<file path="config.mk">
export PLATFORM = sky130hd
export DESIGN_NAME = game_sequencer
export DESIGN_NICKNAME = d
export VERILOG_FILES = /design/src/rtl/mm_pkg.sv /design/src/rtl/game_sequencer_score_engine.sv /design/src/rtl/game_sequencer.sv
export SDC_FILE = /design/constraint.sdc
export NUM_CORES = 1
export LEC_CHECK = 0
export ABC_AREA = 1
export ABC_CLOCK_PERIOD_IN_PS = 4900
export CORE_MARGIN = 4
export CORE_UTILIZATION = 30
export DETAILED_ROUTE_END_ITERATION = 8
export GPL_ROUTABILITY_DRIVEN = 0
export PLACE_DENSITY = 0.59
export SLEW_MARGIN = 40
export SYNTH_ARGS = -nofsm -noshare
export SYNTH_HDL_FRONTEND = slang
export SYNTH_SLANG_ARGS = --single-unit
</file>
<file path="constraint.sdc">
create_clock -name clk -period 4.9 [get_ports clk]
set_input_delay 1.225 -clock clk [delete_from_list [all_inputs] [get_ports clk]]
set_output_delay 1.225 -clock clk [all_outputs]
set_load 0.02 [all_outputs]
</file>
<file path="src/rtl/mm_pkg.sv">
// mm_pkg: shared Mastermind constants and sequencer state encoding
package mm_pkg;
  localparam int PEGS = 4;
  localparam int COLOR_W = 3;
  localparam int MAX_TURNS = 8;
  localparam int TURN_W = $clog2(MAX_TURNS);
  localparam int CODE_W = PEGS * COLOR_W;
  localparam int IDX_W = $clog2(PEGS);
  typedef enum logic [2:0] {IDLE, REQ_CODE, PLAY, EXACT, PARTIAL, REPORT, DONE} state_t;
endpackage

</file>
<file path="src/rtl/game_sequencer_score_engine.sv">
// score_engine: one peg per cycle, an exact pass then a partial pass over the latched guess
module score_engine
  import mm_pkg::*;
(
  input  logic              clk,
  input  logic              reset_n,
  input  logic              start,
  input  logic              run,
  input  logic              ph,
  input  logic [CODE_W-1:0] guess,
  input  logic [CODE_W-1:0] code,
  output logic              last,
  output logic [2:0]        exact_cnt,
  output logic [2:0]        partial_cnt
);
  logic [IDX_W-1:0] idx, p_j;
  logic [PEGS-1:0] gused, cused;
  logic [2:0] ex_q, pa_q;
  logic [COLOR_W-1:0] g_peg;
  logic e_hit, p_hit;
  assign g_peg = guess[idx*COLOR_W +: COLOR_W];
  assign e_hit = !ph && g_peg == code[idx*COLOR_W +: COLOR_W];
  assign last = idx == IDX_W'(PEGS-1);
  assign exact_cnt = ex_q;
  // the final partial credit lands on the same edge the report registers it
  assign partial_cnt = pa_q + {2'b0, p_hit};
  always_comb begin
    p_hit = 1'b0;
    p_j = '0;
    for (int j = PEGS-1; j >= 0; j--)
      if (!cused[j] && code[j*COLOR_W +: COLOR_W] == g_peg) begin
        p_hit = 1'b1;
        p_j = IDX_W'(j);
      end
    p_hit = p_hit && ph && !gused[idx];
  end
  always_ff @(posedge clk or negedge reset_n)
    if (!reset_n) begin
      idx <= '0;
      gused <= '0;
      cused <= '0;
      ex_q <= '0;
      pa_q <= '0;
    end else if (start) begin
      idx <= '0;
      gused <= '0;
      cused <= '0;
      ex_q <= '0;
      pa_q <= '0;
    end else if (run) begin
      idx <= idx + 1'b1;
      if (e_hit) begin
        gused[idx] <= 1'b1;
        cused[idx] <= 1'b1;
        ex_q <= ex_q + 3'd1;
      end
      if (p_hit) begin
        cused[p_j] <= 1'b1;
        pa_q <= pa_q + 3'd1;
      end
    end
endmodule

</file>
<file path="src/rtl/game_sequencer.sv">
// game_sequencer: Mastermind game controller -- code fetch, guess capture, scoring and win/loss
module game_sequencer
  import mm_pkg::*;
(
  input  logic              clk,
  input  logic              reset_n,
  input  logic              enable,
  input  logic              new_game,
  input  logic              select,
  input  logic [CODE_W-1:0] guess_in,
  output logic              code_req,
  input  logic              code_valid,
  input  logic [CODE_W-1:0] code_in,
  output logic              hist_we,
  output logic [TURN_W-1:0] hist_addr,
  output logic [CODE_W-1:0] hist_data,
  output logic [TURN_W-1:0] turn,
  output logic [2:0]        exact,
  output logic [2:0]        partial,
  output logic              fb_valid,
  output logic              busy,
  output logic              win,
  output logic              game_over
);
  state_t state, state_n;
  logic [CODE_W-1:0] code_r, guess_r;
  logic [2:0] exact_cnt, partial_cnt;
  logic select_q, rise, last, start, fb;
  assign rise = select && !select_q && enable;
  assign start = state == PLAY && state_n == EXACT;
  assign fb = state == PARTIAL && state_n == REPORT;
  assign hist_addr = turn;
  assign hist_data = guess_r;
  always_comb begin
    state_n = state;
    case (state)
      IDLE:     state_n = REQ_CODE;
      REQ_CODE: state_n = code_valid ? PLAY : REQ_CODE;
      PLAY:     state_n = rise ? EXACT : PLAY;
      EXACT:    state_n = last ? PARTIAL : EXACT;
      PARTIAL:  state_n = last ? REPORT : PARTIAL;
      REPORT:   state_n = (exact == 3'(PEGS) || turn == TURN_W'(MAX_TURNS-1)) ? DONE : PLAY;
      default:  state_n = DONE;
    endcase
    if (new_game) state_n = REQ_CODE;
  end
  score_engine u_score (
    .clk        (clk),
    .reset_n    (reset_n),
    .start      (start),
    .run        (state == EXACT || state == PARTIAL),
    .ph         (state == PARTIAL),
    .guess      (guess_r),
    .code       (code_r),
    .last       (last),
    .exact_cnt  (exact_cnt),
    .partial_cnt(partial_cnt)
  );
  // outputs are registered from the next state so they align with the state they describe
  always_ff @(posedge clk or negedge reset_n)
    if (!reset_n) begin
      state <= IDLE;
      code_r <= '0;
      guess_r <= '0;
      select_q <= 1'b0;
      turn <= '0;
      exact <= '0;
      partial <= '0;
      code_req <= 1'b0;
      hist_we <= 1'b0;
      fb_valid <= 1'b0;
      busy <= 1'b0;
      win <= 1'b0;
      game_over <= 1'b0;
    end else begin
      state <= state_n;
      select_q <= select;
      code_req <= state_n == REQ_CODE;
      busy <= !(state_n inside {PLAY, DONE});
      game_over <= state_n == DONE;
      hist_we <= start;
      fb_valid <= fb;
      if (state == REQ_CODE && state_n == PLAY) begin
        code_r <= code_in;
        turn <= '0;
      end
      if (start) guess_r <= guess_in;
      if (fb) begin
        exact <= exact_cnt;
        partial <= partial_cnt;
      end
      if (state == REPORT && state_n == PLAY) turn <= turn + 1'b1;
      if (state == REPORT && state_n == DONE) win <= exact == 3'(PEGS);
      if (new_game) begin
        turn <= '0;
        exact <= '0;
        partial <= '0;
        win <= 1'b0;
      end
    end
endmodule
</file>
# Yosys cells after proc, flatten, opt, wreduce, memory -nomap -nowiden
# Index checks and enable logic that the tools add are counted.
[word_totals]
ff_bits = 59
elab_cells = 134
[classes]
eq_ne = 18
add_sub_neg = 5
n_mul = 1
shifts = 2
reduce_logical = 36
magnitude_cmp = 4
bitwise = 3
mux = 47
[ops]
columns = ["cell", "n"]
rows = [
  ["3-bit two-way mux", 16],
  ["4-bit two-way mux", 9],
  ["12-bit by 5-bit indexed part select with 3-bit output", 2],
  ["3-bit == test (second input constant)", 6],
  ["3-bit case mux with 6 select lines", 1],
  ["1-bit logical AND", 16],
  ["3-bit == test", 5],
  ["2-bit two-way mux", 7],
  ["3-bit by 2-bit == test with 1-bit output (second input constant)", 4],
  ["4-bit OR", 3],
  ["2-bit nonzero test", 6],
  ["1-bit two-way mux", 11],
  ["3-bit by 1-bit adder with 3-bit output (second input constant)", 3],
  ["1-bit zero test", 8],
  ["3-bit by 1-bit == test with 1-bit output (second input constant)", 2],
  ["2-bit by 3-bit < comparator with 1-bit output (second input constant)", 2],
  ["1-bit demux with 2-bit select", 2],
  ["2-bit by 1-bit greater-or-equal comparator with 1-bit output (second input constant)", 2],
  ["2-bit by 2-bit multiplier with 4-bit output (second input constant)", 1],
  ["2-bit AND reduction", 2],
  ["3-bit by 1-bit adder with 3-bit output", 1],
  ["3-bit zero test", 1],
  ["3-bit nonzero test", 1],
  ["2-bit by 1-bit adder with 2-bit output (second input constant)", 1],
  ["3 further kinds", 4],
]

# Logic depth before layout (Yosys ltp)
[depth]
depth_word = 16
mapped_depth = 19

# By module
# A second synthesis with hierarchy kept.
[unflattened]
cells_unflattened = 449
area_unflattened_um2 = 3493.4
[modules_own_cells]
columns = ["mod", "area_each_um2", "cells_per_inst", "instances"]
rows = [
  ["game_sequencer", 1966.9, 216, 1],
  ["score_engine", 1526.5, 233, 1],
]

# Least setup slack after synthesis
# No wires, ideal clock.
[synth_timing]
path_type = "input-to-reg"
from = "input port enable"
to = "register code_r[10]"
stages = 9
path_slack_ns = 2.693
required_ns = 4.776
path_buffers = 1
arrival_time_ns = 2.083
path_cell_list = "nand3b_1 nor2_1 nor2_1 nand2_1 nor2_2 nand3_2 buf_2 nor2_1 a21oi_1"
[synth_via]
elab_chain_cells = 6
[synth_rtl]
columns = ["element", "line", "source"]
rows = [
  ["start, declared", "game_sequencer.sv:7", "input logic enable,"],
  ["1-bit logical AND", "game_sequencer.sv:29", "assign rise = select && !select_q && enable;"],
  ["1-bit two-way mux", "game_sequencer.sv:39", "PLAY: state_n = rise ? EXACT : PLAY;"],
  ["3-bit case mux with 6 select lines", "game_sequencer.sv:36", "case (state)"],
  ["3-bit two-way mux", "game_sequencer.sv:45", "if (new_game) state_n = REQ_CODE;"],
  ["3-bit by 2-bit == test with 1-bit output", "game_sequencer.sv:83", "if (state == REQ_CODE && state_n == PLAY) begin"],
  ["1-bit logical AND", "game_sequencer.sv:83", ""],
  ["end signal, assigned", "game_sequencer.sv:84", "code_r <= code_in;"],
  ["end, declared", "game_sequencer.sv:26", "logic [CODE_W-1:0] code_r, guess_r;"],
]
# Every way passes these cells.
# A chain may end at the register's enable or synchronous reset.

# Worst setup path in the final report
[layout_timing]
from = "register u_score.idx[0]"
to = "register partial[2]"
[layout_via]
elab_chain_cells = 13
[layout_rtl]
columns = ["element", "line", "source"]
rows = [
  ["start, declared", "game_sequencer_score_engine.sv:16", "logic [IDX_W-1:0] idx, p_j;"],
  ["start signal, assigned", "game_sequencer_score_engine.sv:51", "idx <= idx + 1'b1;"],
  ["2-bit by 2-bit multiplier with 4-bit output", "game_sequencer_score_engine.sv:21", "assign g_peg = guess[idx*COLOR_W +: COLOR_W];"],
  ["12-bit by 5-bit indexed part select with 3-bit output", "game_sequencer_score_engine.sv:21", ""],
  ["3-bit == test", "game_sequencer_score_engine.sv:31", "if (!cused[j] && code[j*COLOR_W +: COLOR_W] == g_peg) begin"],
  ["1-bit logical AND", "game_sequencer_score_engine.sv:31", ""],
  ["1-bit two-way mux (4 in series)", "game_sequencer_score_engine.sv:31", ""],
  ["1-bit logical AND (2 in series)", "game_sequencer_score_engine.sv:35", "p_hit = p_hit && ph && !gused[idx];"],
  ["3-bit by 1-bit adder with 3-bit output", "game_sequencer_score_engine.sv:26", "assign partial_cnt = pa_q + {2'b0, p_hit};"],
  ["3-bit two-way mux", "game_sequencer.sv:88", "if (fb) begin"],
  ["3-bit two-way mux", "game_sequencer.sv:94", "if (new_game) begin"],
  ["end signal, assigned", "game_sequencer.sv:90", "partial <= partial_cnt;"],
  ["end, declared", "game_sequencer.sv:19", "output logic [2:0] partial,"],
]
# Parallel ways exist; a longest one is shown, timed or not. The select of a mux whose other input is x is not followed.

==> results.sh <==
export IMPL_setup_tns_final_ps=0
export IMPL_antenna_left=0
export IMPL_diodes=0
export IMPL_die_x_um=112
export IMPL_power_w=0.00225
export IMPL_synthCells=426
export IMPL_critPathMaxFanout=23
export IMPL_synthesis_nets=466
export IMPL_max_slew_margin_rel=0.490
export IMPL_hold_viol_final=0
export IMPL_root_buffer="clkbuf_8"
export IMPL_syn2layout_area_growth_pct=27.8
export IMPL_powerDensity_nw_per_um2=539
export IMPL_clock_latency_ps=340
export IMPL_io_buffers=59
export IMPL_drv_cap=0
export IMPL_via_per_inst=4.55
export IMPL_final_cell_mix="nand2_1 (150), dfrtp_1 (59), clkdlybuf4s50_1 (58)"
export IMPL_power_frac_seq=0.343
export IMPL_synth_distinct_cells=28
export IMPL_io_pins=60
export IMPL_die_height_um=112
export IMPL_period_needed_ps=3020
export IMPL_cp_start_kind="flip-flop"
export IMPL_ys_ff_latch=59
export IMPL_tightest_slew_ps=765
export IMPL_reg2reg_slack_ps=1880
export IMPL_setup_ws_ps=1880
export IMPL_cts_setup_buffers=0
export IMPL_drv_slew=0
export IMPL_grt_max_degree=60
export IMPL_row_count=37
export IMPL_die_area_um2=12600
export IMPL_period_share=0.617
export IMPL_p_int_w=0.00130
export IMPL_hold_class="flip-flop to flip-flop"
export IMPL_combPwrFrac=0.426
export IMPL_end_kind="flip-flop"
export IMPL_clk_path_buf_depth=2
export IMPL_yosysWarnings=0
export IMPL_critPathKind="flip-flop to flip-flop"
export IMPL_synth_area_um2=3270
export IMPL_final_common_cell="nand2_1"
export IMPL_wl_mm=7.47
export IMPL_yosysSeqAreaShare=0.452
export IMPL_grt_setup_unrepaired="no"
export IMPL_clkPwrFrac=0.231
export IMPL_final_nets=525
export IMPL_initial_utilization=0.312
export IMPL_cp_required_ps=5140
export IMPL_core_region_area_um2=10500
export IMPL_final_layout_size_suffix_gt1_frac=0.108
export IMPL_first_iter_violations=186
export IMPL_cts_tree="built"
export IMPL_dpl_instance_area_um2=3940
export IMPL_clk_pin_slew_ps=70
export IMPL_drcViolationCount=0
export IMPL_cts_resized_gates=0
export IMPL_fmax_mhz=331
export IMPL_p_leak_nw=2.06
export IMPL_status="finished clean"
export IMPL_routedWlPerCell_um=11.9
export IMPL_clock_sinks=59
export IMPL_grt_pass1_vias=2732
export IMPL_final_area_um2=4170
export IMPL_cts_hold_fix_buffers=0
export IMPL_clock_skew_ps=8.51
export IMPL_switchingPower_w=0.000943
export IMPL_numCtsBuffers=9
export IMPL_grt_remaining_overflow=0
export IMPL_grt_use_total=0.125
export IMPL_cts_max_level=3
export IMPL_place_ws_ps=1800
export IMPL_antenna_found_initial=0
export IMPL_syn_avg_cell_area_um2=7.67
export IMPL_switching_share=0.420
export IMPL_hpwlAfterDp_mm=5.61
export IMPL_firstDrtPassIters=5
export IMPL_grt_pass1_wl_mm=12.9
export IMPL_cp_data_arrival_time_ps=3260
export IMPL_setup_viol=0
export IMPL_vdd_drop_max_uv=146
export IMPL_via_count=2851
worst max-delay path: stages, from the launching register on:
cell,delay [ps]
dfrtp_1,840
inv_2,260
nand2_1,140
nand3_2,170
nand2_4,160
nand2_1,60
nand2_1,70
nor2_1,40
nand2_1,100
nand2_1,80
inv_1,50
nand2_1,40
nand2_1,160
inv_2,80
ha_1,210
ha_1,190
xor2_1,150
nand2_1,60
nand2_1,50
cells in the mapped netlist:
library cell	instances	area, µm²
inv_2	8	30.0
buf_4	5	37.5
nor2_1	38	143
nand2_4	1	11.3
nand3_4	1	17.5
o21ai_1	10	50.1
nand4_1	2	12.5
nand3_1	32	160
o21ai_0	13	65.1
nand3_2	6	60.1
a22oi_2	1	12.5
nand2_2	7	43.8
buf_6	4	45.0
inv_1	32	120
buf_2	4	20.0
ha_1	10	125
nor2_2	5	31.3
xor2_1	3	26.3
nor3_4	1	16.3
nor3_1	1	5.00
nand3b_1	3	22.5
o31ai_1	1	7.51
dfrtp_1	59	1480
inv_4	1	6.26
o211ai_1	3	22.5
nand2_1	150	563
o21ai_2	3	26.3
a21oi_1	22	110
cells by family (layout without fill, tap and decap cells):
group	count (synthesis)	count (layout)	synth area share
buf+inv	54	118	0.0793
simple gates	247	247	0.332
flops	59	59	0.452
fa+ha+maj	10	10	0.0383
xor+xnor	3	3	0.00804
compound gates	53	53	0.0900
layer usage:
layer,vias up,global-route usage,share of wire
li1,1478,-,-
met2,58,0.201,0.47
met1,1304,0.159,0.47
met4,0,0.0377,0.013
met5,-,0,0
met3,11,0.0437,0.049
worst paths after layout:
check | startpoint | to | cells after the start
max | u_score.idx[0]$_DFFE_PN0P_ | partial[2]$_DFFE_PN0P_ | 18
min | partial[2]$_DFFE_PN0P_ | partial[2]$_DFFE_PN0P_ | 2
max reg2reg | u_score.idx[0]$_DFFE_PN0P_ | partial[2]$_DFFE_PN0P_ | 18
min reg2reg | partial[2]$_DFFE_PN0P_ | partial[2]$_DFFE_PN0P_ | 2
max in group asynchronous | reset_n | code_r[3]$_DFFE_PN0P_ | 2
min in group asynchronous | reset_n | partial[2]$_DFFE_PN0P_ | 2
registers in the layout, summed over array words and instances (netlist names):
| register | cells |
|---|---|
| u_score.gused | 4 |
| partial | 3 |
| code_r | 12 |
| hist_we | 1 |
| hist_addr | 3 |
| u_score.idx | 2 |
| busy | 1 |
| state | 3 |
| game_over | 1 |
| exact | 3 |
| u_score.pa_q | 3 |
| u_score.exact_cnt | 3 |
| code_req | 1 |
| hist_data | 12 |
| fb_valid | 1 |
| u_score.cused | 4 |
| win | 1 |
| select_q | 1 |
power by group through the flow:
stage | Clock [W] | Sequential [W] | Combinational (W)
4_1_cts | 0.000537 | 0.000773 | 0.000968
2_1_floorplan | 0 | 0.000765 | 0.000726
3_3_place_gp | 0 | 0.000778 | 0.000944
3_5_place_dp | 0 | 0.000781 | 0.000964
5_1_grt | 0.000556 | 0.000795 | 0.00110
6_report | 0.000520 | 0.000772 | 0.000957
stage by stage:
step / instances / hold slack, ps / utilization
floorplan: 426 / 468 / -
global placement: 610 / 455 / 0.376
detailed placement: 610 / 457 / 0.376
CTS: 626 / 476 / 0.399
global route: 626 / 492 / 0.399
finish: 626 / 472 / 0.399
layout make-up:
| class | count | area [µm²] |
|---|---|---|
| flip-flops and latches | 59 | 1480 |
| well taps | 136 | 170 |
| inverters | 41 | 156 |
| clock inverters | 5 | 83.8 |
| repair buffers | 61 | 604 |
| clock buffers | 11 | 151 |
| multi-input cells | 313 | 1530 |
| fillers | 1124 | 6290 |
(Power assumes the default switching activity.)
